### src/rtl/sw_debounce.sv
// rtl/sw_debounce.sv - per-channel switch synchronizer, debounce FSM, edge and long-hold pulses
// Accepts a new level after DEB_CYCLES consecutive synchronized samples; long pulse after LONG_CYCLES high.
module sw_debounce #(
  parameter int N           = 2,
  parameter int DEB_CYCLES  = 20,
  parameter int LONG_CYCLES = 1000
) (
  input  logic         clk,
  input  logic         rst,
  input  logic [N-1:0] sw_raw,
  output logic [N-1:0] sw_level,
  output logic [N-1:0] sw_rise,
  output logic [N-1:0] sw_fall,
  output logic [N-1:0] sw_long
);

  localparam int CW = $clog2(DEB_CYCLES);
  // A zero-width hold counter is illegal, so keep one bit when long detection is disabled.
  localparam int HW = (LONG_CYCLES > 0) ? $clog2(LONG_CYCLES + 1) : 1;

  localparam logic [CW-1:0] CNT_ONE   = CW'(1);
  localparam logic [CW-1:0] CNT_LAST  = CW'(DEB_CYCLES - 1);
  localparam logic [HW-1:0] HOLD_MAX  = HW'(LONG_CYCLES);
  localparam logic [HW-1:0] HOLD_LAST = HW'((LONG_CYCLES > 0) ? LONG_CYCLES - 1 : 0);

  typedef enum logic [1:0] {ST_LO, WAIT_HI, ST_HI, WAIT_LO} state_t;

  logic [N-1:0] s1;
  logic [N-1:0] s;

  always_ff @(posedge clk or negedge rst) begin
    if (!rst) begin
      s1 <= '0;
      s  <= '0;
    end else begin
      s1 <= sw_raw;
      s  <= s1;
    end
  end

  for (genvar i = 0; i < N; i++) begin : g_ch
    state_t        state;
    logic [CW-1:0] cnt;
    logic [HW-1:0] hcnt;
    logic          level;
    logic          rise;
    logic          fall;
    logic          lng;

    always_ff @(posedge clk or negedge rst) begin
      if (!rst) begin
        state <= ST_LO;
        cnt   <= '0;
        hcnt  <= '0;
        level <= 1'b0;
        rise  <= 1'b0;
        fall  <= 1'b0;
        lng   <= 1'b0;
      end else begin
        rise <= 1'b0;
        fall <= 1'b0;
        lng  <= 1'b0;

        case (state)
          ST_LO: begin
            if (s[i]) begin
              state <= WAIT_HI;
              cnt   <= CNT_ONE;
            end
          end
          WAIT_HI: begin
            if (!s[i]) begin
              state <= ST_LO;
              cnt   <= '0;
            end else if (cnt == CNT_LAST) begin
              state <= ST_HI;
              level <= 1'b1;
              rise  <= 1'b1;
              cnt   <= '0;
            end else begin
              cnt <= cnt + 1'b1;
            end
          end
          ST_HI: begin
            if (!s[i]) begin
              state <= WAIT_LO;
              cnt   <= CNT_ONE;
            end
          end
          WAIT_LO: begin
            if (s[i]) begin
              state <= ST_HI;
              cnt   <= '0;
            end else if (cnt == CNT_LAST) begin
              state <= ST_LO;
              level <= 1'b0;
              fall  <= 1'b1;
              cnt   <= '0;
            end else begin
              cnt <= cnt + 1'b1;
            end
          end
          default: begin
            state <= ST_LO;
            cnt   <= '0;
          end
        endcase

        // A release bounce (WAIT_LO) keeps the hold count so a press is never re-fired.
        if (state == ST_HI) begin
          if (LONG_CYCLES > 0 && hcnt < HOLD_MAX) begin
            hcnt <= hcnt + 1'b1;
            if (hcnt == HOLD_LAST) lng <= 1'b1;
          end
        end else if (state != WAIT_LO) begin
          hcnt <= '0;
        end
      end
    end

    assign sw_level[i] = level;
    assign sw_rise[i]  = rise;
    assign sw_fall[i]  = fall;
    assign sw_long[i]  = lng;
  end

endmodule

### config.mk
export PLATFORM = sky130hd
export DESIGN_NAME = sw_debounce
export DESIGN_NICKNAME = d
export VERILOG_FILES = /design/src/rtl/sw_debounce.sv
export SDC_FILE = /design/constraint.sdc
export NUM_CORES = 1
export LEC_CHECK = 0
export CORE_MARGIN = 2
export CORE_UTILIZATION = 55
export CTS_BUF_LIST = sky130_fd_sc_hd__clkbuf_4 sky130_fd_sc_hd__clkbuf_8 sky130_fd_sc_hd__clkbuf_16
export DETAILED_ROUTE_END_ITERATION = 7
export PLACE_DENSITY = 0.74
export SYNTH_ARGS = -nofsm -noshare
export SYNTH_HDL_FRONTEND = slang
export SYNTH_SLANG_ARGS = --single-unit
### constraint.sdc
create_clock -name clk -period 1.6 [get_ports clk]
set_input_delay 0.32 -clock clk [delete_from_list [all_inputs] [get_ports clk]]
set_output_delay 0.32 -clock clk [all_outputs]
set_load 0.02 [all_outputs]
==> metrics.md <==
| Metric | Value |
|---|---|
| Top sig layer | `met4` |
| Tmin final | `1.55 ns` |
| Die Ht | `between 60 and 70 µm` |
| Clock latency at the later pin of the worst-skew pair | `0.31 ns` |
| Largest net degree at the start of global routing | `30` |
| Routed met1 length | `1730 µm` |
| CP cell instances | `clkdlybuf4s50_1` |
| Gr ovfl total | `0` |
| Global-route wire length before repair | `around 6600 µm` |
| Die span in x | `68.6 µm` |
| Synth Net Count | `229` |
| Nets@finish | `240` |
| Reg2Reg Setup Slack | `0.12 ns` |
| Core ar. | `approximately 4000 µm²` |
| # clock sinks | `46` |
| Wire length per cell | `13.2 µm` |
| Clk root buf | `clkbuf_8` |
| WP buf/inv | `1` |
| Skew final | `between 0.005 and 0.006 ns` |
| Ys async rst share | `1.00` |
| R2R depth | `4` |
| Sw frac | `0.244` |
| # DRC | `0` |
| Final Hold Fails | `0` |
| Routed vias | `about 1600` |
| Fmax | `645 MHz` |
| Gate Count Post-Synth | `221` |
| Critical path startpoint category | `flip-flop` |
| Io pins | `12` |
| Initial antenna violation count | `0` |
| DR pass1 iterations | `4` |
| Setup Fix Bufs, Post-CTS | `0` |
| Dpl hpwl | `between 2000 and 3000 µm` |
| Period Utilization, post-route | `0.969` |
| Worst-Margin Slew | `0.429 ns` |
| Crit Path Max Fanout | `1` |
| Filler instances | `between 300 and 400` |
| Max-Cap Viols | `0` |
| PD cells | `between 800 and 900 nW/µm²` |
| Logic gate share of total power | `0.058` |
| Setup TNS | `0 ns` |
| Share of cells above drive strength 1 | `0.116` |
| ANT nets after route | `0` |
| Synth warn | `0` |
| Critical Path Slowest Stage Cell | `clkdlybuf4s50_1` |
| Gr usage total | `0.190` |
| CP Data Required Time | `about 1.3 ns` |
| Post-synth EDFFs | `0` |
| Post-DR vias/cell | `about 5.6` |
| Flops & latches, synth | `46` |
| FF+latch area | `roughly 1200 µm²` |
| Finished Layout Cells | `283` |
| Placed Area | `2430 µm²` |
| WS Path Type | `reg -> out` |
| Routed length on met2 | `1780 µm` |
| Slew Limit Fails | `0` |
| Synth unique cells | `49` |
| Hold Path End | `s[0]$_DFF_PN0_` |
| RSZ-0062 raised after global routing | `no` |
| TritonCTS clock tree | `built` |
| Vias in the first global route | `1543` |
| Area added between synthesis and finish | `10.3%` |
| Slowest stage delay, CP | `0.59 ns` |
| Drt initial violations | `102` |
| Pwr Total | `2.05 mW` |
| Synth Flop Type | `dfrtp_1` |
| Sequential-to-total area share from yosys stat | `0.502` |
| Final instance area | `2530 µm²` |
| Hold wc startpoint | `s1[0]$_DFF_PN0_` |
| Multi-input gate area | `~1000 µm²` |
| CP endpoint kind | `output pin` |
| Num CTS Buffers | `5` |
| Slew headroom | `0.714` |
| Clock Tree Buf Depth | `2` |
| Reg2reg start | `g_ch[1].cnt[0]$_DFFE_PN0P_` |
| Status | `finished, final reports clean` |
| Mapped Area | `2290 µm²` |
| Hold Path Depth | `0` |
| Met3 WL | `144 µm` |
| Final GP Congestion | `0.780` |
| Power share of the clock group | `0.350` |
| Routed WL | `roughly 3700 µm` |
| H-tree Lvls | `2` |
| Port bufs | `11` |
| CP Depth | `1` |
| Arrival time at the worst endpoint | `between 1 and 1.5 ns` |
| Diode count | `0` |
| Inst Count DP | `274` |
| Internal Power | `1.55 mW` |
| Initial core utilization | `0.573` |
| # setup viols final | `0` |
| P_leak | `1.14 nW` |
| Flop pwr share | `0.592` |
| Die ar. | `4700 µm²` |
| Clock-pin slew on the worst setup and hold paths | `0.09 ns` |
| Syn Area/Cell | `10.4 µm²` |
| Crit path max-delay family | `buffers and inverters` |
| Hold WC Path Type | `reg -> reg` |
| Net Switching | `between 0.4 and 0.5 mW` |
| Core Util, Final | `0.632` |
| Rows | `23` |
| Worst VDD drop | `0.537 mV` |
[layer usage]
metal / vias to the layer above / GRT usage
met4: 0 / 0.110
met5: - / 0
li1: 796 / -
met1: 747 / 0.227
met2: 31 / 0.317
met3: 8 / 0.0390
[state kept, by name, indices dropped and copies added (netlist names), named ones only]
register    flops
g_ch.cnt       10
g_ch.fall       2
g_ch.hcnt      20
g_ch.level      2
g_ch.lng        2
g_ch.rise       2
g_ch.state      2
s               2
s1              2
[cells in the mapped netlist, types with 2 or more instances]
library cell / number / share of area
a31oi_1: 4 / 0.011
nor3b_1: 3 / 0.0098
o21ai_0: 5 / 0.011
a21o_1: 2 / 0.0065
nand3b_1: 2 / 0.0065
a21oi_1: 7 / 0.015
inv_1: 8 / 0.013
and3b_1: 2 / 0.0076
nand2_1: 18 / 0.029
o2111ai_1: 2 / 0.0076
nand3_1: 8 / 0.017
mux2i_1: 3 / 0.013
o21bai_1: 2 / 0.0065
nor3_1: 6 / 0.013
o21a_1: 5 / 0.016
or3_1: 2 / 0.0055
ha_1: 4 / 0.022
o21ai_1: 10 / 0.022
o22ai_1: 3 / 0.0082
a22oi_1: 2 / 0.0065
buf_2: 4 / 0.0087
dfrtp_1: 46 / 0.50
clkbuf_1: 2 / 0.0033
xor2_1: 9 / 0.034
nand2b_1: 2 / 0.0055
and4bb_2: 2 / 0.011
nand4_1: 3 / 0.0082
xnor2_1: 6 / 0.023
buf_4: 8 / 0.026
o211ai_1: 3 / 0.0098
nor2_1: 13 / 0.021
and2_1: 7 / 0.019
a2111oi_2: 2 / 0.013
[cells by family (layout without fill, tap and decap cells)]
kind of cell / count (synthesis) / in the layout / synth area share
flops: 46 / 46 / 0.502
fa+ha+maj: 4 / 4 / 0.0218
simple gates: 77 / 77 / 0.193
mux: 4 / 4 / 0.0180
xor+xnor: 15 / 15 / 0.0573
compound gates: 51 / 51 / 0.151
buf+inv: 24 / 36 / 0.0578
[power groups by stage]
stage / Sequential (mW) / Combinational, mW / Clock, mW
2_1_floorplan: 1.23 / 0.0675 / 0
3_3_place_gp: 1.23 / 0.118 / 0
3_5_place_dp: 1.23 / 0.120 / 0
4_1_cts: 1.21 / 0.122 / 0.745
5_1_grt: 1.22 / 0.139 / 0.791
6_report: 1.21 / 0.119 / 0.717
[per-stage QoR]
stage          hold WS (ns)  setup slack, ns
2_1_floorplan        0.0244            0.197
3_3_place_gp          0.284            0.166
3_5_place_dp          0.283            0.128
4_1_cts               0.367           0.0304
5_1_grt               0.370         0.000323
6_report              0.363           0.0493
[layout by cell type, fill, tap and decap left out, types with 2 or more instances in the layout]
| cell type | count |
|---|---|
| dfrtp_1 | 46 |
| nand2_1 | 18 |
| nor2_1 | 13 |
| o21ai_1 | 10 |
| xor2_1 | 9 |
| inv_1 | 8 |
| nand3_1 | 8 |
| a21oi_1 | 7 |
| and2_1 | 7 |
| nor3_1 | 6 |
| xnor2_1 | 6 |
| clkdlybuf4s50_1 | 6 |
| buf_4 | 6 |
| o21a_1 | 5 |
| o21ai_0 | 5 |
| clkbuf_8 | 5 |
| a31oi_1 | 4 |
| ha_1 | 4 |
| nand4_1 | 3 |
| nor3b_1 | 3 |
| o22ai_1 | 3 |
| mux2i_1 | 3 |
| o211ai_1 | 3 |
| and3b_1 | 2 |
| and4bb_2 | 2 |
| o21bai_1 | 2 |
| nand2b_1 | 2 |
| nand3b_1 | 2 |
| a22oi_1 | 2 |
| a21o_1 | 2 |
| a2111oi_2 | 2 |
| or3_1 | 2 |
| o2111ai_1 | 2 |
| dlymetal6s2s_1 | 2 |
| dlygate4sd2_1 | 2 |
[final cells by class]
type / count / area share
flip-flops and latches: 46 / 0.455
clock buffers: 5 / 0.0272
well taps: 50 / 0.0247
multi-input cells: 151 / 0.399
clock inverters: 3 / 0.00841
repair buffers: 19 / 0.0722
inverters: 9 / 0.0134
[how the worst max path moves through the flow]
stage	from	end	slack [ns]
finish	g_ch[1].lng$_DFF_PN0_	sw_long[1]	0.05
global route	g_ch[1].lng$_DFF_PN0_	sw_long[1]	0.0003
CTS	g_ch[1].fall$_DFF_PN0_	sw_fall[1]	0.03
detailed placement	g_ch[1].cnt[0]$_DFFE_PN0P_	flip-flop	0.13
global placement	g_ch[1].cnt[0]$_DFFE_PN0P_	flip-flop	0.17
floorplan	g_ch[1].cnt[0]$_DFFE_PN0P_	flip-flop	0.20
[what timing repair did]
action                                 in CTS  in global routing
hold buffers                                1                  0
cloned                                      0                  0
setup endpoints to repair                   2                  2
resized for setup                           2                  2
pin swaps                                   0                  0
endpoints found under the hold margin      17                  0
Power figures use the tool's default switching activity.
